[src/rtl/cache_arbiter.sv]
// Purpose: arbitrates the instruction and data requesters onto one RAM port and checks every access against the ROM/RAM windows.
// Latency: a read acks in the 4th cycle after its request is sampled in IDLE; a write or an error acks in the 3rd.
// Backpressure: one access in flight; req is sampled only in IDLE and each requester holds req until its ack.
module cache_arbiter #(
    parameter logic [31:0] ROM_BASE = 32'h0000_0000,
    parameter logic [31:0] ROM_SIZE = 32'h0000_1000,
    parameter logic [31:0] RAM_BASE = 32'h0000_1000,
    parameter logic [31:0] RAM_SIZE = 32'h0000_1000
) (
    input  logic        clk,
    input  logic        reset_n,
    input  logic        i_req,
    input  logic [31:0] i_addr,
    output logic        i_ack,
    output logic [31:0] i_rdata,
    output logic        i_err,
    input  logic        d_req,
    input  logic        d_we,
    input  logic [63:0] d_addr,
    input  logic [31:0] d_wdata,
    output logic        d_ack,
    output logic [31:0] d_rdata,
    output logic        d_err,
    output logic        mem_en,
    output logic        mem_we,
    output logic [10:0] mem_addr,
    output logic [31:0] mem_wdata,
    input  logic [31:0] mem_rdata,
    output logic        busy
);

    typedef enum logic [1:0] {
        IDLE = 2'd0,
        ADDR = 2'd1,
        WAIT = 2'd2,
        RESP = 2'd3
    } state_t;

    typedef enum logic {
        GNT_I = 1'b0,
        GNT_D = 1'b1
    } grant_t;

    // Latched copy of the winning request; everything after IDLE works from this.
    typedef struct packed {
        logic [63:0] addr;
        logic        we;
        logic [31:0] wdata;
    } acc_t;

    // Window bounds widened to 64 bits so base+size never wraps and the data
    // port's upper address bits take part in the comparison.
    localparam logic [63:0] ROM_LO = {32'd0, ROM_BASE};
    localparam logic [63:0] ROM_HI = ROM_LO + {32'd0, ROM_SIZE};
    localparam logic [63:0] RAM_LO = {32'd0, RAM_BASE};
    localparam logic [63:0] RAM_HI = RAM_LO + {32'd0, RAM_SIZE};
    localparam logic [31:0] ERR_DATA = 32'hDEAD_BEEF;

    state_t state;
    state_t state_nxt;
    grant_t last_grant;
    grant_t grant_nxt;
    acc_t   acc_q;
    acc_t   acc_nxt;
    logic   any_req;
    logic   in_rom;
    logic   in_ram;
    logic   legal;

    assign any_req = i_req | d_req;

    // Round-robin winner selection and the request fields it would latch
    always_comb begin
        grant_nxt = last_grant;
        acc_nxt   = acc_q;
        if (i_req && d_req) begin
            grant_nxt = (last_grant == GNT_D) ? GNT_I : GNT_D;
        end else if (i_req) begin
            grant_nxt = GNT_I;
        end else if (d_req) begin
            grant_nxt = GNT_D;
        end
        if (grant_nxt == GNT_I) begin
            acc_nxt = '{addr: {32'd0, i_addr}, we: 1'b0, wdata: 32'd0};
        end else begin
            acc_nxt = '{addr: d_addr, we: d_we, wdata: d_wdata};
        end
    end

    // Address legality of the latched access: aligned, inside a window, and no ROM writes
    always_comb begin
        in_rom = (acc_q.addr >= ROM_LO) && (acc_q.addr < ROM_HI);
        in_ram = (acc_q.addr >= RAM_LO) && (acc_q.addr < RAM_HI);
        legal  = (acc_q.addr[1:0] == 2'b00) && (in_ram || (in_rom && !acc_q.we));
    end

    // State register
    always_ff @(posedge clk or negedge reset_n) begin
        if (!reset_n) begin
            state <= IDLE;
        end else begin
            state <= state_nxt;
        end
    end

    // Next-state logic: illegal accesses and writes skip the read-data wait
    always_comb begin
        state_nxt = state;
        case (state)
            IDLE: if (any_req) state_nxt = ADDR;
            ADDR: begin
                if (!legal || acc_q.we) state_nxt = RESP;
                else                    state_nxt = WAIT;
            end
            WAIT: state_nxt = RESP;
            RESP: state_nxt = IDLE;
            default: state_nxt = IDLE;
        endcase
    end

    // Capture the winner in IDLE; later input changes are ignored until the next IDLE
    always_ff @(posedge clk or negedge reset_n) begin
        if (!reset_n) begin
            acc_q      <= '0;
            last_grant <= GNT_D;
        end else if (state == IDLE && any_req) begin
            acc_q      <= acc_nxt;
            last_grant <= grant_nxt;
        end
    end

    assign mem_en    = (state == ADDR) && legal;
    assign mem_we    = mem_en && acc_q.we;
    assign mem_addr  = acc_q.addr[12:2];
    assign mem_wdata = acc_q.wdata;
    assign busy      = (state != IDLE);

    // Response path: read data captured in WAIT, ack/err pulsed from RESP, only for the owner
    always_ff @(posedge clk or negedge reset_n) begin
        if (!reset_n) begin
            i_ack   <= 1'b0;
            d_ack   <= 1'b0;
            i_err   <= 1'b0;
            d_err   <= 1'b0;
            i_rdata <= '0;
            d_rdata <= '0;
        end else begin
            i_ack <= 1'b0;
            d_ack <= 1'b0;
            i_err <= 1'b0;
            d_err <= 1'b0;
            if (state == WAIT) begin
                if (last_grant == GNT_I) i_rdata <= mem_rdata;
                else                     d_rdata <= mem_rdata;
            end
            if (state == RESP) begin
                if (last_grant == GNT_I) begin
                    i_ack <= 1'b1;
                    i_err <= !legal;
                    if (!legal) i_rdata <= ERR_DATA;
                end else begin
                    d_ack <= 1'b1;
                    d_err <= !legal;
                    if (!legal) d_rdata <= ERR_DATA;
                end
            end
        end
    end

endmodule

[config.mk]
export PLATFORM = sky130hd
export DESIGN_NAME = cache_arbiter
export DESIGN_NICKNAME = d
export VERILOG_FILES = /design/src/rtl/cache_arbiter.sv
export SDC_FILE = /design/constraint.sdc
export NUM_CORES = 1
export LEC_CHECK = 0
export ABC_CLOCK_PERIOD_IN_PS = 1850
export BUFFER_PORTS_ARGS = -buffer_cell sky130_fd_sc_hd__buf_4
export CAP_MARGIN = 30
export CORE_UTILIZATION = 30
export DETAILED_ROUTE_END_ITERATION = 16
export PLACE_DENSITY = 0.59
export SYNTH_ARGS = -nofsm -noshare
export SYNTH_HDL_FRONTEND = slang
export SYNTH_SLANG_ARGS = --single-unit
[constraint.sdc]
create_clock -name clk -period 1.85 [get_ports clk]
set_input_delay 0.0925 -clock clk [delete_from_list [all_inputs] [get_ports clk]]
set_output_delay 0.0925 -clock clk [all_outputs]
set_load 0.005 [all_outputs]
; ---- After elaboration in Yosys (flattened, before gate mapping)
; Index checks and enable logic that the tools add are counted.
[totals]
wordCells = 60
ff_bits = 168
[op_classes]
n_lt_le_gt_ge = 4
n_bitwise = 1
n_reduce_logical = 15
n_mux = 25
eq_ne = 4
[op_table]
columns = op, count
row1 = 32-bit two-way mux, 10
row2 = 97-bit two-way mux, 1
row3 = 64-bit by 1-bit greater-or-equal comparator with 1-bit output (second input constant), 1
row4 = 64-bit by 13-bit greater-or-equal comparator with 1-bit output (second input constant), 1
row5 = 64-bit by 13-bit less-than comparator with 1-bit output (second input constant), 1
row6 = 64-bit by 14-bit less-than comparator with 1-bit output (second input constant), 1
row7 = 1-bit two-way mux, 12
row8 = 1-bit logical AND, 8
row9 = 2-bit case mux with 4 select lines, 1
row10 = 2-bit equality test (second input constant), 2
row11 = 2-bit logical NOT, 2
row12 = 2-bit by 1-bit equality test with 1-bit output (second input constant), 1
row13 = 1-bit logical NOT, 2
row14 = 1-bit logical OR, 2
row15 = 2-bit two-way mux, 1
row16 = 2-bit inequality test (second input constant), 1
row17 = 2-bit nonzero test, 1
row18 = 1-bit OR, 1

; ---- Logic depth before layout (Yosys ltp)
[depth]
depth_word = 9
depth_mapped = 7
mapped_depth_nobuf = 6

; ---- Least setup slack after synthesis
; Ideal clock, no wire load.
[synth_path]
path_type = register to register
from = register last_grant
to = register i_rdata[14]
path_slack_ns = 0.041
arrival_time_ns = 1.686
stages_incl_launch_ff = 7
n_path_buf = 3
setup_ns = 0.124
path_cell_list = dfstp_2 > clkbuf_1 > nand2b_1 > clkbuf_1 > clkbuf_1 > mux2i_1 > a21oi_1
[synth_between]
elab_chain_cells = 5
[synth_lines]
columns = item, line
row1 = "start, declared", 61  ; grant_t last_grant;
row2 = "start signal, assigned", 128  ; last_grant <= grant_nxt;
row3 = 32-bit two-way mux, 153  ; if (last_grant == GNT_I) i_rdata <= mem_rdata;
row4 = 32-bit two-way mux, 152  ; if (state == WAIT) begin
row5 = 32-bit two-way mux, 160  ; if (!legal) i_rdata <= ERR_DATA;
row6 = 32-bit two-way mux, 157  ; if (last_grant == GNT_I) begin
row7 = 32-bit two-way mux (*), 156  ; if (state == RESP) begin
row8 = "end signal, assigned", 153
row9 = "end, declared", 15  ; output logic [31:0] i_rdata,
; Mark *: on every way between the ends. The rest lies on a longest branch, timed or not.
; A chain may end at the register's enable or synchronous reset.

; ---- Worst setup path in the final report
[layout_path]
from = register acc_q[94] (netlist name)
to = output port mem_we
[layout_between]
elab_chain_cells = 7
[layout_lines]
columns = item, line
row1 = "start, declared", 63  ; acc_t acc_q;
row2 = "start signal, assigned", 127  ; acc_q <= acc_nxt;
row3 = 64-bit by 1-bit greater-or-equal comparator with 1-bit output / 64-bit by 13-bit less-than comparator with 1-bit output (equally long branches), 92  ; in_rom = (acc_q.addr >= ROM_LO) && (acc_q.addr < ROM_HI);
row4 = 1-bit logical AND, 92
row5 = 1-bit logical AND, 94  ; legal = (acc_q.addr[1:0] == 2'b00) && (in_ram || (in_rom && !acc_q.we));
row6 = 1-bit logical OR (*), 94
row7 = 1-bit logical AND (*), 94
row8 = 1-bit logical AND (*), 132  ; assign mem_en = (state == ADDR) && legal;
row9 = 1-bit logical AND (*), 133  ; assign mem_we = mem_en && acc_q.we;
row10 = "end, declared", 25  ; output logic mem_we,
; Marked as above.

==> results.sh <==
export IMPL_violations_in_the_final_reports="setup timing"
export IMPL_worst_endpoint_required_ns=1.76
export IMPL_clock_tree_buffer_depth=2
export IMPL_clk_transition_reported_paths_ns=0.06
export IMPL_floorplan_initialDensity_pct=30.5
export IMPL_setup_violations_final=68
export IMPL_max_freq_mhz=475
export IMPL_dieArea_um2=24500
export IMPL_synth_net_count=824
export IMPL_post_synth_mux_area_share_pct=6.72
export IMPL_tightest_slew_ns=0.563
export IMPL_most_frequent_standard_cell_in_the_layout_excluding_fill_and_tap_cells="sky130_fd_sc_hd__buf_4"
export IMPL_dp_slack_ns=-0.256
export IMPL_htree_levels=4
export IMPL_global_route_overflow_total=0
export IMPL_dr_first_iter_drc_count=259
export IMPL_power_total_mw=17.7
export IMPL_detail_route_vias_per_cell=4.69
export IMPL_synth_ff_type="sky130_fd_sc_hd__dfrtp_1"
export IMPL_antenna_diode_count=0
export IMPL_max_cap_violations=0
export IMPL_final_core_util_pct=53.1
export IMPL_worstPathMaxFanout=2
export IMPL_postSynthRegisterBits=168
export IMPL_total_wire_length_um=23800
export IMPL_drt_pre_antenna_iters=4
export IMPL_outcome="finished with violations"
export IMPL_cellLeakagePower_nw=5.86
export IMPL_buffers_on_ports=278
export IMPL_startpoint_of_the_worst_register_to_register_path="acc_q[76]"
export IMPL_hold_viol_final=0
export IMPL_dominant_combinational_cell_family_by_area_after_synthesis="compound AO/OA/AOI/OAI gates"
export IMPL_synthDistinctLibCells=30
export IMPL_yosysSeqAreaShare_pct=58.8
export IMPL_insertion_delay_ns=0.42
export IMPL_grtUsageTotal_pct=19.3
export IMPL_min_path_cells=3
export IMPL_power_per_cell_area_nw_per_um2=1430
export IMPL_grt_max_degree=61
export IMPL_regArea_um2=4210
export IMPL_gpl_final_weighted_congestion=0.744
export IMPL_final_layout_size_suffix_gt1_share_pct=41.0
export IMPL_clock_tree_from_tritoncts="done"
export IMPL_grt_setup_unrepaired="yes"
export IMPL_synth_edff_count=0
export IMPL_drv_slew=0
export IMPL_die_w_um=156
export IMPL_synth_area_in_adders_pct=0.700
export IMPL_placeableCoreArea_um2=23400
export IMPL_ys_warn_count=0
export IMPL_via_count_of_the_first_global_routing_pass=6833
export IMPL_start_kind="register"
export IMPL_total_area_of_multi_input_combinational_cells_um2=2970
export IMPL_grt_antenna_before_repair=0
export IMPL_synth_compound_gate_area_share_pct=16.0
export IMPL_clock_tree_root_cell="sky130_fd_sc_hd__clkbuf_16"
export IMPL_final_setup_worst_slack_ns=-0.254
export IMPL_timing_critical_path_to_type="output pin"
export IMPL_slowest_cell_on_the_critical_path="sky130_fd_sc_hd__dfrtp_1"
export IMPL_hold_end="acc_q[33]"
export IMPL_post_synthesis_to_final_layout_area_growth_pct=73.8
export IMPL_r2r_cells=8
export IMPL_critPathKind="register to output pin"
export IMPL_first_pass_grt_wire_length_um=36300
export IMPL_chipHeight_um=156
export IMPL_post_drt_wl_per_cell_um=17.0
export IMPL_post_synth_inst_count=655
export IMPL_critical_path_n_buffers_inverters=2
export IMPL_worst_ep_arrival_time_ns=2.01
export IMPL_crit_path_cell_trace="nor4_2, buf_4, nand4_1, or2_1, nor4_2, buf_4"
export IMPL_holdCritPathClass="input pin to register"
export IMPL_cts_num_sinks=168
export IMPL_reg2reg_slack_ns=-0.23
export IMPL_num_vias=6557
export IMPL_net_count_reported_at_finish=1238
export IMPL_crit_path_max_incr_delay_ns=0.39
export IMPL_power_ir_vdd_worst_v=0.000682
export IMPL_period_share_pct=114
export IMPL_layout_filler_cells=2033
export IMPL_cts_buffers=17
export IMPL_antenna_left=0
export IMPL_synth_simple_area_share_pct=10.0
export IMPL_top_level_ports=279
export IMPL_holdCritStartpoint="d_addr[0]"
export IMPL_timing_slew_headroom_pct=62.5
export IMPL_final_setup_skew_ns=0.00849
export IMPL_post_synth_instance_area_um2=7150
export IMPL_asyncSetResetFlopFracSynth_pct=100
export IMPL_critical_path_top_delay_family="simple AND/OR/NAND/NOR gates"
export IMPL_drcViolationCount=0
export IMPL_num_rows=56
export IMPL_post_dp_hpwl_um=14400
export IMPL_synthXorXnorAreaFrac_pct=0
export IMPL_syn_area_per_cell_um2=10.9
export IMPL_final_min_clock_period_ns=2.10
export IMPL_critical_register_to_register_path_endpoint="d_rdata[5]"
export IMPL_most_frequent_cells_in_the_layout="306 x sky130_fd_sc_hd__buf_4, 167 x sky130_fd_sc_hd__dfrtp_1, 156 x sky130_fd_sc_hd__dlygate4sd3_1, 98 x sky130_fd_sc_hd__nor2_1, 65 x sky130_fd_sc_hd__a22o_1"
==> logic make-up (layout without fill, tap and decap cells) <==
logic type | Yosys count | count (layout)
muxes | 48 | 48
AOI/OAI and AO/OA | 167 | 167
buffers and inverters | 98 | 523
adders and majority gates | 4 | 4
DFF | 168 | 168
and+or+nand+nor | 170 | 170
==> area by class of cell <==
| cell class | count | area share [%] |
|---|---|---|
| tap | 319 | 3.21 |
| sequential | 168 | 33.8 |
| clock inverter | 7 | 0.584 |
| clock buffer | 23 | 3.77 |
| timing repair buffer | 488 | 34.6 |
| inverter | 5 | 0.151 |
| multi-input combinational | 389 | 23.9 |
==> through the flow <==
stage / area (µm²) / TNS [ns] / instances / hold slack, ns
floorplan: 7150 / 0 / 655 / -0.203
global placement: 9590 / -11.19 / 1198 / 0.0540
detailed placement: 9590 / -14.10 / 1198 / 0.0551
CTS: 12300 / -15.20 / 1400 / 0.00462
global route: 12400 / -19.49 / 1399 / 0.000628
finish: 12400 / -10.73 / 1399 / 0.0157
==> worst max path at each step <==
stage                     slack (ns)        from           to  cells after the start
final                          -0.25   acc_q[94]       mem_we                      6
after global routing           -0.39   acc_q[94]       mem_we                      6
after CTS                      -0.30   acc_q[94]       mem_en                      6
after detailed placement       -0.26   acc_q[89]  i_rdata[19]                      7
after global placement         -0.19   acc_q[89]  d_rdata[28]                      7
after floorplan                 0.04  last_grant  i_rdata[14]                      6
==> what timing repair did <==
action                     4_1_cts  5_1_grt
cloned                           7        0
pin swaps                       44       18
gates resized for setup         70       48
buffers inserted                 9        8
hold buffers                   156        0
hold endpoints to repair       230        0
setup endpoints to repair       68       69
==> where the power goes <==
part	internal (mW)	switching, mW	total [mW]
Combinational	4.29	3.54	7.83
Clock	1.91	1.45	3.36
Sequential	5.39	1.16	6.54
Total	11.6	6.14	17.7
==> cell usage after synthesis, types with 4 or more instances <==
master	number	area share, %
sky130_fd_sc_hd__o22ai_1	49	4.3
sky130_fd_sc_hd__nand2_1	38	2.0
sky130_fd_sc_hd__a22o_1	65	8.0
sky130_fd_sc_hd__o21ai_1	12	0.84
sky130_fd_sc_hd__o21ai_0	23	1.6
sky130_fd_sc_hd__dfrtp_1	167	58
sky130_fd_sc_hd__a21oi_1	17	1.2
sky130_fd_sc_hd__nor2_1	101	5.3
sky130_fd_sc_hd__buf_2	13	0.91
sky130_fd_sc_hd__clkbuf_1	35	1.8
sky130_fd_sc_hd__ha_1	4	0.70
sky130_fd_sc_hd__buf_4	43	4.5
sky130_fd_sc_hd__nor4_1	16	1.4
sky130_fd_sc_hd__mux2i_1	48	6.7
==> state kept, by name, summed over array words and instances (netlist names), 2 cells and up <==
register,flops
state,2
mem_wdata,32
acc_q,54
d_rdata,32
i_rdata,32
mem_addr,11
==> tightest hold or removal path, stage by stage <==
cell and delay (ns):
sky130_fd_sc_hd__buf_4 0.09, sky130_fd_sc_hd__mux2i_1 0.07, sky130_fd_sc_hd__o21ai_0 0.14
==> metal layers <==
metal / global-route usage [%] / part of all wire, % / routed length [µm]
met1: 23.5 / 43 / 10100
met2: 32.8 / 50 / 11900
met3: 5.82 / 5.9 / 1400
met4: 5.65 / 1.7 / 393
met5: 0 / 0 / 0
Note: power is estimated with default switching activity, not from simulation.
